## src/rtl/gpio_bus_arbiter.sv

```systemverilog
// Two-port arbiter in front of a GPIO register block: picks one requester,
// runs a single 4-cycle transaction (IDLE/ISSUE/RESP/DONE) and returns read data with an ack.
`timescale 1ns/1ps
module gpio_bus_arbiter #(
   parameter int unsigned DW          = 32,
   parameter int unsigned AW          = 2,
   parameter int unsigned PRIO0_FIXED = 0
) (
   input  logic          clk,
   input  logic          rst,
   input  logic          req0,
   input  logic          we0,
   input  logic [AW-1:0] a0,
   input  logic [DW-1:0] wd0,
   output logic          ack0,
   output logic [DW-1:0] rd0,
   input  logic          req1,
   input  logic          we1,
   input  logic [AW-1:0] a1,
   input  logic [DW-1:0] wd1,
   output logic          ack1,
   output logic [DW-1:0] rd1,
   output logic [AW-1:0] gpio_A,
   output logic          gpio_WE,
   output logic [DW-1:0] gpio_WD,
   input  logic [DW-1:0] gpio_RD,
   output logic          busy,
   output logic          grant
);

   typedef enum logic [1:0] {
      S_IDLE  = 2'd0,
      S_ISSUE = 2'd1,
      S_RESP  = 2'd2,
      S_DONE  = 2'd3
   } state_t;

   state_t        state_q, state_d;
   logic          sel_q, sel_d;
   logic          last_q, last_d;
   logic          grant_q, grant_d;
   logic          busy_q, busy_d;
   logic [AW-1:0] gpio_a_q, gpio_a_d;
   logic          gpio_we_q, gpio_we_d;
   logic [DW-1:0] gpio_wd_q, gpio_wd_d;
   logic          ack0_q, ack0_d;
   logic          ack1_q, ack1_d;
   logic [DW-1:0] rd0_q, rd0_d;
   logic [DW-1:0] rd1_q, rd1_d;
   logic          pick;

   // State and output registers; reset drops any in-flight transaction.
   always_ff @(posedge clk) begin
      if (rst) begin
         state_q   <= S_IDLE;
         sel_q     <= 1'b0;
         last_q    <= 1'b1;
         grant_q   <= 1'b0;
         busy_q    <= 1'b0;
         gpio_a_q  <= '0;
         gpio_we_q <= 1'b0;
         gpio_wd_q <= '0;
         ack0_q    <= 1'b0;
         ack1_q    <= 1'b0;
         rd0_q     <= '0;
         rd1_q     <= '0;
      end else begin
         state_q   <= state_d;
         sel_q     <= sel_d;
         last_q    <= last_d;
         grant_q   <= grant_d;
         busy_q    <= busy_d;
         gpio_a_q  <= gpio_a_d;
         gpio_we_q <= gpio_we_d;
         gpio_wd_q <= gpio_wd_d;
         ack0_q    <= ack0_d;
         ack1_q    <= ack1_d;
         rd0_q     <= rd0_d;
         rd1_q     <= rd1_d;
      end
   end

   // Next-state logic: arbitration in IDLE, command latch, read capture and ack.
   always_comb begin
      state_d   = state_q;
      sel_d     = sel_q;
      last_d    = last_q;
      grant_d   = grant_q;
      busy_d    = busy_q;
      gpio_a_d  = gpio_a_q;
      gpio_we_d = 1'b0;
      gpio_wd_d = gpio_wd_q;
      ack0_d    = 1'b0;
      ack1_d    = 1'b0;
      rd0_d     = rd0_q;
      rd1_d     = rd1_q;
      pick      = 1'b0;

      case (state_q)
         S_IDLE: begin
            if (req0 && req1) begin
               pick = (PRIO0_FIXED != 0) ? 1'b0 : ~last_q;
            end else begin
               pick = req1;
            end
            if (req0 || req1) begin
               sel_d     = pick;
               grant_d   = pick;
               gpio_a_d  = pick ? a1 : a0;
               gpio_wd_d = pick ? wd1 : wd0;
               gpio_we_d = pick ? we1 : we0;
               busy_d    = 1'b1;
               state_d   = S_ISSUE;
            end
         end
         S_ISSUE: begin
            state_d = S_RESP;
         end
         S_RESP: begin
            if (sel_q) begin
               rd1_d  = gpio_RD;
               ack1_d = 1'b1;
            end else begin
               rd0_d  = gpio_RD;
               ack0_d = 1'b1;
            end
            last_d  = sel_q;
            state_d = S_DONE;
         end
         S_DONE: begin
            busy_d  = 1'b0;
            state_d = S_IDLE;
         end
         default: begin
            state_d = S_IDLE;
         end
      endcase
   end

   assign ack0    = ack0_q;
   assign ack1    = ack1_q;
   assign rd0     = rd0_q;
   assign rd1     = rd1_q;
   assign gpio_A  = gpio_a_q;
   assign gpio_WE = gpio_we_q;
   assign gpio_WD = gpio_wd_q;
   assign busy    = busy_q;
   assign grant   = grant_q;

endmodule
```

## config.mk

```make
export PLATFORM = sky130hd
export DESIGN_NAME = gpio_bus_arbiter
export DESIGN_NICKNAME = d
export VERILOG_FILES = /design/src/rtl/gpio_bus_arbiter.sv
export SDC_FILE = /design/constraint.sdc
export NUM_CORES = 1
export LEC_CHECK = 0
export BUFFER_PORTS_ARGS = -buffer_cell sky130_fd_sc_hd__buf_2
export CELL_PAD_IN_SITES_DETAIL_PLACEMENT = 0
export CELL_PAD_IN_SITES_GLOBAL_PLACEMENT = 1
export CORE_UTILIZATION = 35
export CTS_BUF_LIST = sky130_fd_sc_hd__clkbuf_8 sky130_fd_sc_hd__clkbuf_16
export CTS_CLUSTER_DIAMETER = 60
export CTS_CLUSTER_SIZE = 16
export DETAILED_ROUTE_END_ITERATION = 10
export HOLD_SLACK_MARGIN = 0.08
export PLACE_DENSITY_LB_ADDON = 0.1
export REMOVE_ABC_BUFFERS = 1
export SLEW_MARGIN = 0
export SYNTH_ARGS = -nofsm -noshare
export SYNTH_HDL_FRONTEND = slang
export SYNTH_SLANG_ARGS = --single-unit
export TNS_END_PERCENT = 50
```

## constraint.sdc

```tcl
create_clock -name clk -period 2.7 [get_ports clk]
set_clock_uncertainty 0.05 [all_clocks]
set_input_delay 0.135 -clock clk [delete_from_list [all_inputs] [get_ports clk]]
set_output_delay 0.135 -clock clk [all_outputs]
set_load 0.1 [all_outputs]
```

After elaboration in Yosys (flattened, before gate mapping)
Index checks and enable logic that the tools add are counted.
{"block": "totals", "regBits": 106, "latch_bits": 0, "ram_bits": 0, "mem_bits_ro": 0, "in_bits": 106, "out_inout_bits": 103, "word_cells": 41, "memories": 0}
{"block": "op_classes", "addsub": 0, "multipliers": 0, "div_mod_pow": 0, "magnitude_cmp": 0, "n_eq_ne": 4, "shifts": 0, "muxes": 11, "bitwise": 5, "reduce_logical": 10}
{"operator": "2-to-1 mux 32 bit", "n": 1}
{"operator": "one-hot mux 2 bit (4 select lines)", "n": 1}
{"operator": "AND reduction 2 bit", "n": 4}
{"operator": "2-to-1 mux 1 bit", "n": 6}
{"operator": "inverter 1 bit", "n": 5}
{"operator": "equality test 2 bit (second input constant)", "n": 2}
{"operator": "2-to-1 mux 2 bit", "n": 2}
{"operator": "OR reduction 3 bit", "n": 1}
{"operator": "equality test 2 x 1 -> 1 bit (second input constant)", "n": 1}
{"operator": "logical NOT 2 bit", "n": 1}
{"operator": "!= test 2 bit (second input constant)", "n": 1}
{"operator": "one-hot mux 1 bit (2 select lines)", "n": 1}
{"operator": "nonzero test 2 bit", "n": 1}
{"operator": "OR reduction 2 bit", "n": 1}
{"operator": "logical AND 1 bit", "n": 1}
{"operator": "logical OR 1 bit", "n": 1}

Logic depth before layout (Yosys ltp)
Gate-level depths: netlist (run 1).
{"block": "depth", "word_depth": 4, "ltp_mapped": 7, "depth_no_buf": 5}

Worst setup path after synthesis (run 1)
Ideal clock, no wire load.
{"block": "synth_path", "path_type": "reg2reg", "startpoint": "register, netlist name grant", "endpoint": "register rd0_q[2], in the netlist rd0[2]", "setup_ps": 72, "t_arrival_ps": 1806, "setup_slack_ps": 772, "path_stages_with_launch": 6, "path_buffers": 2, "period_less_slack_ps": 1928, "path_cell_list": "dfxtp_1 nand2b_1 buf_2 clkbuf_1 nand2_1 a21oi_1"}
{"item": "to (signal assigned)", "line": "78", "source": "rd0_q <= rd0_d;"}
{"item": "to (decl)", "line": "48", "source": "logic [DW-1:0] rd0_q, rd0_d;"}

Final worst setup path (run 1)
{"block": "layout_path", "startpoint": "register state_q[0]", "endpoint": "register gpio_wd_q[9], in the netlist gpio_WD[9]"}
{"block": "layout_between", "elab_chain_len": 2}
{"item": "from (decl)", "line": "38", "source": "state_t state_q, state_d;"}
{"item": "from (signal assigned)", "line": "68", "source": "state_q <= state_d;"}
{"item": "logical NOT 2 bit", "line": "99", "source": "case (state_q)"}
{"item": "AND reduction 2 bit (no line)"}
{"item": "to (signal assigned)", "line": "75", "source": "gpio_wd_q <= gpio_wd_d;"}
{"item": "to (decl)", "line": "45", "source": "logic [DW-1:0] gpio_wd_q, gpio_wd_d;"}
Every way passes these cells.
A chain may end at the register's enable or synchronous reset.

==> results of run 1 <==
==> final cells by class <==
class                   count  area share, %
inverters                   4          0.244
flip-flops and latches    106           34.4
clock buffers              10           3.88
well taps                 140           2.84
repair buffers            291           30.0
clock inverters             5          0.913
multi-input cells         291           27.7
==> kinds of logic (layout without fill, tap and decap cells) <==
| group | count (synthesis) | in the layout |
|---|---|---|
| buffers and inverters | 41 | 310 |
| and+or+nand+nor | 144 | 144 |
| muxes | 2 | 2 |
| AOI/OAI and AO/OA | 142 | 142 |
| DFF | 106 | 106 |
| adders and majority gates | 3 | 3 |
==> synthesized netlist by cell type, drive strengths merged <==
library cell  number
o21a               1
a22oi              1
inv                4
clkbuf             7
a21boi             1
nand2            100
a21bo              1
nand2b             1
nor2              39
a22o              32
dfxtp            106
nor2b              1
a21oi             68
nor3               2
mux2i              2
a211oi            35
nor3b              1
ha                 3
o21ai              3
buf               30
==> final timing paths <==
path | endpoint | cells after the start | slack (ps)
min | gpio_WD[20]$_SDFFE_PP0P_ | 3 | 100
min reg2reg | rd0[31]$_SDFFE_PP0P_ | 2 | 400
max | gpio_WD[9]$_SDFFE_PP0P_ | 7 | 250
max reg2reg | gpio_WD[9]$_SDFFE_PP0P_ | 7 | 250
==> worst max-delay path, delay by kind of cell (launching register included) <==
family	cells	cell delay (ps)
buf+inv	3	1010
flops	1	360
compound gates	3	680
fa+ha+maj	1	270
==> routing by layer <==
layer  GRT usage (%)  vias to the layer above  wire length (um)
met5               0                        -                 0
met2            36.3                      119              6230
met1            23.6                     1897              5260
met3            6.22                       15               687
li1                -                     2037                 -
met4            5.81                        0               213
==> stage by stage <==
stage | cell area (um^2) | setup slack (ps) | power, W | hold WS (ps) | util (%)
finish | 6170 | 251 | 0.00760 | 100 | 55.7
global route | 6170 | 54.3 | 0.00798 | 98.0 | 55.7
CTS | 6170 | 244 | 0.00769 | 82.4 | 55.7
detailed placement | 5140 | 772 | 0.00624 | 313 | 46.4
global placement | 5140 | 897 | 0.00618 | 309 | 46.4
floorplan | 3840 | 191 | 0.00545 | 150 | -
==> state kept, by name (all words and copies together) (netlist names), 2 cells and up <==
signal	flops
gpio_WD	32
rd0	32
rd1	32
gpio_A	2
state_q	2
==> power by group through the flow <==
stage | combinational, W | clock, W | sequential [W]
floorplan | 0.00102 | 0 | 0.00443
global placement | 0.00408 | 0 | 0.00211
detailed placement | 0.00413 | 0 | 0.00212
CTS | 0.00425 | 0.00135 | 0.00209
global route | 0.00443 | 0.00142 | 0.00213
finish | 0.00421 | 0.00131 | 0.00208
==> summary.txt, run 1 <==
Post-synth top area share - 52.4%
Clock period minus worst slack - 2450 ps
Area occupied by multi-input gates - 0.00171 mm^2
Largest family of logic cells by synthesized area - compound AO/OA/AOI/OAI gates
Nature of the critical path startpoint - flip-flop
Status - complete, no violations
Die Footprint - 0.0120 mm^2
Max-slew violation count - 0
Dpl hpwl - 7920 um
Fmax - 0.408 GHz
Area delta synth->final - 52.1%
Yosys reg bits - 106
Slew margin rel. - 35.9%
Pwr Density - 1230 mW/mm^2
CP Class - flip-flop to flip-flop
Crit-path cells - inv_1, ha_1, o21ai_2, buf_4, a21oi_1, a211oi_1, dlygate4sd3_1
Compound-Gate Fraction of Synth Area - 26.9%
Final hold viol count - 0
Post-CTS resize count - 0
WL final - 12400 um
Largest net degree at the start of global routing - 39
Clock tree from TritonCTS - yes
Routed len/inst - 14.6 um
Die W - 110 um
Critical Path Slowest Stage Cell - dlygate4sd3_1
Largest area contributor in the netlist - dfxtp_1
CP peak stage delay - 580 ps
Highest-count cells in the layout ignoring fill and taps - buf_2, dfxtp_1, nand2_1, dlygate4sd3_1, a21oi_1
Routability Congestion - 0.743
Switching pwr - 0.00412 W
Number of synthesis warnings - 0
Storage element area - 0.00212 mm^2
GRT Overall Usage - 20.4%
RSZ-0062 raised after global routing - no
First-pass GRT wire length - 18900 um
Site row count - 38
Library cells used by synthesis - 25
Post-synthesis sequential area ratio - 52.4%
Die height - 110 um
MaxCap Viol Count - 0
Crit path required time - 2940 ps
Hold buffers post-CTS - 73
Slew @ Worst Pin - 961 ps
Internal - 0.00349 W
I/O pins - 209
Vias per inst - 4.80
CP max FO - 21
Cell Count, Final, Fillers Out - 847
H-tree depth - 3
Clk pwr share - 17.2%
Number of buffers created by CTS - 9
Adder-cell share of the synthesized area - 0.926%
Layout cells sized above 1 - 37.8%
Post-Syn Area per Cell - 9.25 um^2
Mapped Area - 0.00405 mm^2
Via count - 4068
Total Neg Setup Slack - 0 ps
Longest Clk Path Bufs - 2
Logic pwr share - 55.4%
RR Startpoint - state_q[0]$_SDFFE_PP0P_
Mux cell area share after synthesis - 0.494%
DRC Markers - 0
Syn Inst Count - 438
Endpoint class of the critical path - flip-flop
Initial Util - 36.6%
Area contributors post-synth - dfxtp_1, nand2_1, a211oi_2, a21oi_1, a22o_1
CP arrival - 2690 ps
Hold Path Origin - wd1[20]
XOR/XNOR Fraction of Synth Area - 0%
Postcts setup bufs - 0
CTS Sinks - 106
CORE AREA - 0.0111 mm^2
Final ANT Viol Nets - 0
Initial DRC Count - 128
Post-placement cell count - 759
Vias in the first global route - 3902
Worst-path clk slew - 70 ps
Overflow after GRT - 0
Number of fill cells in the layout - 1068
Fin nets - 812
Sw Share - 54.2%
Most common cell after layout, fill and taps aside - buf_2
DR pass1 iterations - 4
Initial antenna violation count - 0
Simple-Gate Fraction of Synth Area - 13.6%
Clock tree root driver cell - clkbuf_16
Final setup viols - 0
Worst-Skew Late Latency - 340 ps
Worst Setup SP - state_q[0]$_SDFFE_PP0P_
Ant diodes - 0
Seq pwr share - 27.4%
Worst vdd ir - 0.874 mV
Port-buffer cells - 208
Lkg Pwr - 2.92 nW
HP Class - input pin to flip-flop
Fin crit share - 90.7%
Note: power is estimated with default switching activity, not from simulation.
==> inputs of run 2 (changes only) <==
Settings changed: ABC_AREA set to 1, CAP_MARGIN set to 20, CORE_UTILIZATION 35 to 34.
==> run 2 against run 1 <==
Against the previous run:
- core utilization decreased by 3.6 points
- worst setup slack gained 130 ps
- final area grew 1.8%
- cell count up 16%
- clock power is essentially flat
- area after synthesis rose by 4.5%
- sequential share of layout area fell by 0.60 points
- largest cell class unchanged
- largest power group unchanged
==> summary.txt, run 2 <==
Clock tree from TritonCTS - yes
CP max FO - 45
Compound-Gate Fraction of Synth Area - 20.4%
Ys async rst share - 0%
CTS Sinks - 106
Endpoint class of the critical path - flip-flop
Library cells used by synthesis - 22
Die Footprint - 0.0129 mm^2
Syn Inst Count - 558
XOR/XNOR Fraction of Synth Area - 0%
Finished Cell Area - 0.00628 mm^2
Overflow after GRT - 0
Post-synth top area share - 50.1%
Post-CTS resize count - 0
Initial DRC Count - 217
Most common cell after layout, fill and taps aside - buf_2
Vias in the first global route - 4210
Longest Clk Path Bufs - 2
Most instantiated library cell after synthesis - dfxtp_1
Slew @ Worst Pin - 728 ps
Total Neg Setup Slack - 0 ps
Simple-Gate Fraction of Synth Area - 19.3%
Die W - 114 um
MaxCap Viol Count - 0
First-pass GRT wire length - 19300 um
Storage element area - 0.00212 mm^2
WL final - 12100 um
RSZ-0062 raised after global routing - no
Area delta synth->final - 48.2%
Dpl hpwl - 7810 um
Post-synthesis sequential area ratio - 50.1%
Crit path required time - 2890 ps
Lkg Pwr - 3.23 nW
Final setup viols - 0
Final ANT Viol Nets - 0
Initial Util - 35.1%
Final Total Pwr - 0.00775 W
Largest net degree at the start of global routing - 55
Number of fill cells in the layout - 1204
Postcts setup bufs - 0
Site row count - 40
Slew margin rel. - 51.4%
Fmax - 0.431 GHz
Dpl cell area - 0.00535 mm^2
Fin crit share - 85.9%
CP arrival - 2510 ps
Worst-Skew Late Latency - 350 ps
Highest-count cells in the layout ignoring fill and taps - buf_2, dfxtp_1, o21ai_0, nand2_1, nor2_1
CORE AREA - 0.0121 mm^2
Fin nets - 918
Pwr Density - 1240 mW/mm^2
Worst-path clk slew - 70 ps
Port-buffer cells - 208
Adder-cell share of the synthesized area - 0.886%
Predominant post-synthesis flop cell - dfxtp_1
Status - complete, no violations
Hold buffers post-CTS - 64
Clock period minus worst slack - 2320 ps
Worst vdd ir - 0.790 mV
DR pass1 iterations - 4
Pre-CTS WS - 898 ps
Final hold viol count - 0
Ant diodes - 0
Area contributors post-synth - dfxtp_1, o21ai_0, nand2_1, nor2_1, a21oi_1
CP Class - flip-flop to flip-flop
I/O pins - 209
Yosys reg bits - 106
Routability Congestion - 0.726
Largest family of logic cells by synthesized area - compound AO/OA/AOI/OAI gates
Number of synthesis warnings - 0
Via count - 4446
Layout cells sized above 1 - 29.2%
Area occupied by multi-input gates - 0.00172 mm^2
Nature of the critical path startpoint - flip-flop
GRT Overall Usage - 19.0%
HP Class - input pin to flip-flop
Mapped Area - 0.00424 mm^2
Synth top cells by count - dfxtp_1, o21ai_0, nand2_1
Mux cell area share after synthesis - 0%
Die height - 114 um
Post-route setup slack - 380 ps
Post-synth EDFFs - 0
Routed len/inst - 12.3 um
Clock tree root driver cell - clkbuf_16
DRC Markers - 0
Post-Syn Area per Cell - 7.59 um^2
H-tree depth - 3
Largest area contributor in the netlist - dfxtp_1
Vias per inst - 4.53
Max-slew violation count - 0
Number of buffers created by CTS - 9
Initial antenna violation count - 0
run 2: changes by cell type after synthesis, moves of 10 or more:
cell	delta
inv_1	+43
a211oi_2	-29
a21boi_1	+10
a21oi_1	-32
nand2_1	-14
a22o_1	-32
nand3_1	+27
nor2_1	+42
a21boi_0	+14
o21ai_0	+95
run 2: layout make-up:
class | instances | area share (%)
clock inverters | 5 | 0.598
clock buffers | 11 | 4.03
multi-input cells | 363 | 27.4
repair buffers | 279 | 27.8
inverters | 50 | 2.99
well taps | 168 | 3.35
flip-flops and latches | 106 | 33.8
run 2: stage by stage:
stage,hold WS [ps],utilization [%],instances
final,82.2,52.0,982
after global routing,108,52.0,982
after CTS,81.6,52.0,982
after detailed placement,310,44.3,902
after global placement,309,44.3,902
after floorplan,154,-,519
run 2: kinds of logic after synthesis:
| family | count (synthesis) |
|---|---|
| simple gates | 199 |
| compound gates | 161 |
| flops | 106 |
| buf+inv | 89 |
| fa+ha+maj | 3 |
run 2: power by group:
group	total, W	switching (W)	internal [W]
clock	0.00128	0.000604	0.000680
sequential	0.00214	0.000186	0.00196
combinational	0.00432	0.00358	0.000745
total	0.00775	0.00437	0.00338
run 2: critical path, cell delays in order, from the launching register on:
cell	delay (ps)
dfxtp_1	320
inv_1	80
ha_1	220
inv_2	90
nor2_8	470
buf_12	230
nand2_1	60
nor2_1	70
dlygate4sd3_1	550
nor2_1	40
run 2: worst paths after layout:
check / from / to / slack, ps / cells past startpoint
hold / removal: wd1[19] / gpio_WD[19]$_SDFFE_PP0P_ / 80 / 5
setup / recovery: state_q[0]$_SDFFE_PP0P_ / gpio_A[1]$_SDFFE_PP0P_ / 380 / 9
setup reg to reg: state_q[0]$_SDFFE_PP0P_ / gpio_A[1]$_SDFFE_PP0P_ / 380 / 9
hold reg to reg: rd1[24]$_SDFFE_PP0P_ / rd1[24]$_SDFFE_PP0P_ / 410 / 2
run 2: per-layer routing:
metal,track usage (%),part of all wire (%)
met5,0,0
met4,8.77,2.3
met2,32.4,45
met1,22.0,44
met3,5.63,7.9
==> inputs of run 3 (changes only) <==
Settings changed: CORE_UTILIZATION 34 to 31.
Clock period 2.7 ns to 2.5 ns, I/O delays scaled along.
==> run 3 against run 2 <==
Against the previous run:
- critical path type is now input pin to flip-flop
- largest power group unchanged
- sequential power increased by 8%
- via count decreased by 1.2%
- worst setup slack got worse by 17 ps
- non-clock buffer count increased by 10
- global-route usage decreased by 1.8 points
- count of clock-buffer cells in the layout unchanged
- final area increased by 1.8%
- worst hold slack improved by 7.8 ps
- cell count increased by 1.7%
- critical path depth decreased by 2
- largest cell class unchanged
- register-to-register slack improved by 40 ps
==> summary.txt, run 3 (synthesized netlist as in run 2, its figures left out) <==
Status - complete, no violations
Number of buffers created by CTS - 9
Post-CTS resize count - 0
CP arrival - 2380 ps
Overflow after GRT - 0
WL final - 12100 um
Final core occ - 48.0%
Total Neg Setup Slack - 0 ps
Max-slew violation count - 0
Clock tree root driver cell - clkbuf_16
Die Footprint - 0.0141 mm^2
Routability Congestion - 0.736
Vias per inst - 4.40
Nature of the critical path startpoint - input pin
Lkg Pwr - 3.28 nW
DRC Markers - 0
Initial Util - 31.9%
DR pass1 iterations - 4
Grt met3 use - 4.89%
CP max FO - 44
I/O pins - 209
Most common cell after layout, fill and taps aside - buf_2
Fmax - 0.468 GHz
Port-buffer cells - 208
Site row count - 42
CP peak stage delay - 550 ps
Met1 Track Usage GR - 21.8%
Fin nets - 928
Final setup viols - 0
CTS Sinks - 106
Crit path required time - 2740 ps
First-pass GRT wire length - 19600 um
Area delta synth->final - 50.8%
Gr busiest metal - met2
Critical Path Slowest Stage Cell - dlygate4sd3_1
Highest-count cells in the layout ignoring fill and taps - buf_2, dfxtp_1, o21ai_0, nand2_1, nor2_1
Clock tree from TritonCTS - yes
MaxCap Viol Count - 0
Pwr Density - 1310 mW/mm^2
Pre-CTS WS - 871 ps
CORE AREA - 0.0133 mm^2
Dpl hpwl - 7950 um
Routed len/inst - 12.2 um
Clock period minus worst slack - 2140 ps
Vias in the first global route - 4159
Die height - 119 um
Initial DRC Count - 229
Fin crit share - 85.5%
Worst-path clk slew - 70 ps
GRT Overall Usage - 17.2%
Post-route setup slack - 363 ps
RSZ-0062 raised after global routing - no
Initial antenna violation count - 0
Worst vdd ir - 0.696 mV
HP Class - input pin to flip-flop
Slew @ Worst Pin - 700 ps
Largest net degree at the start of global routing - 71
CP Class - input pin to flip-flop
Longest Clk Path Bufs - 2
Die W - 119 um
GR Layer Usage met2 - 27.6%
Final Total Pwr - 0.00837 W
Cell mode on critical path - dlygate4sd3_1
Slew margin rel. - 53.2%
Final ANT Viol Nets - 0
Ant diodes - 0
Worst-Skew Late Latency - 340 ps
Final hold viol count - 0
Layout cells sized above 1 - 28.9%
Via count - 4391
H-tree depth - 3
Crit-path cells - dlygate4sd3_1, buf_2, inv_2, buf_4, nand2_1, a21oi_1, dlygate4sd3_1
Endpoint class of the critical path - flip-flop
run 3: cell types whose count changed in the layout (fill, tap and decap cells not counted):
cell / previous run / this run
dlygate4sd3_1: 64 / 73
clkinvlp_4: 2 / 0
buf_12: 1 / 2
clkinv_2: 1 / 2
clkinv_4: 1 / 2
inv_6: 1 / 0
run 3: critical path, delay by kind of cell:
kind                   cells  cell delay (ps)
AOI/OAI and AO/OA          1              120
and+or+nand+nor            1               90
buffers and inverters      5             2020
run 3: metrics by stage:
| stage | hold slack (ps) | instance area [um^2] | instances |
|---|---|---|---|
| global route | 121 | 6390 | 999 |
| CTS | 80.1 | 6390 | 999 |
| global placement | 302 | 5380 | 911 |
| floorplan | 144 | 4030 | 519 |
| finish | 90.0 | 6390 | 999 |
| detailed placement | 303 | 5380 | 911 |
run 3: layer usage:
layer / up-vias / wire length (um)
met5: - / 0
met4: 0 / 222
met3: 16 / 976
met2: 152 / 5270
met1: 1915 / 5680
li1: 2308 / -
run 3: cell type report:
type / count / area [um^2]
fill: 1348 / 6910
sequential: 106 / 2120
timing repair buffer: 289 / 1860
multi-input combinational: 363 / 1720
clock buffer: 11 / 253
tap: 176 / 220
inverter: 50 / 188
clock inverter: 4 / 27.5
run 3: final timing paths:
check                        endpoint  slack, ps  depth (start not counted)               startpoint
min          gpio_WD[23]$_SDFFE_PP0P_         90                          5                  wd1[23]
max                gpio_WE$_SDFF_PP0_        360                          7                      rst
max reg2reg   gpio_WD[0]$_SDFFE_PP0P_        420                          9  state_q[0]$_SDFFE_PP0P_
min reg2reg      rd1[29]$_SDFFE_PP0P_        400                          2     rd1[29]$_SDFFE_PP0P_
run 3: timing repair:
item                                   in CTS  in global routing
buffers inserted                            0                  0
endpoints found under the hold margin      96                  0
hold buffers                               73                  0
run 3: where the power goes:
group | leakage (nW) | switching [W] | internal (W)
clock | 0.141 | 0.000619 | 0.000725
combinational | 2.27 | 0.00387 | 0.000837
sequential | 0.868 | 0.000202 | 0.00211
total | 3.28 | 0.00469 | 0.00368
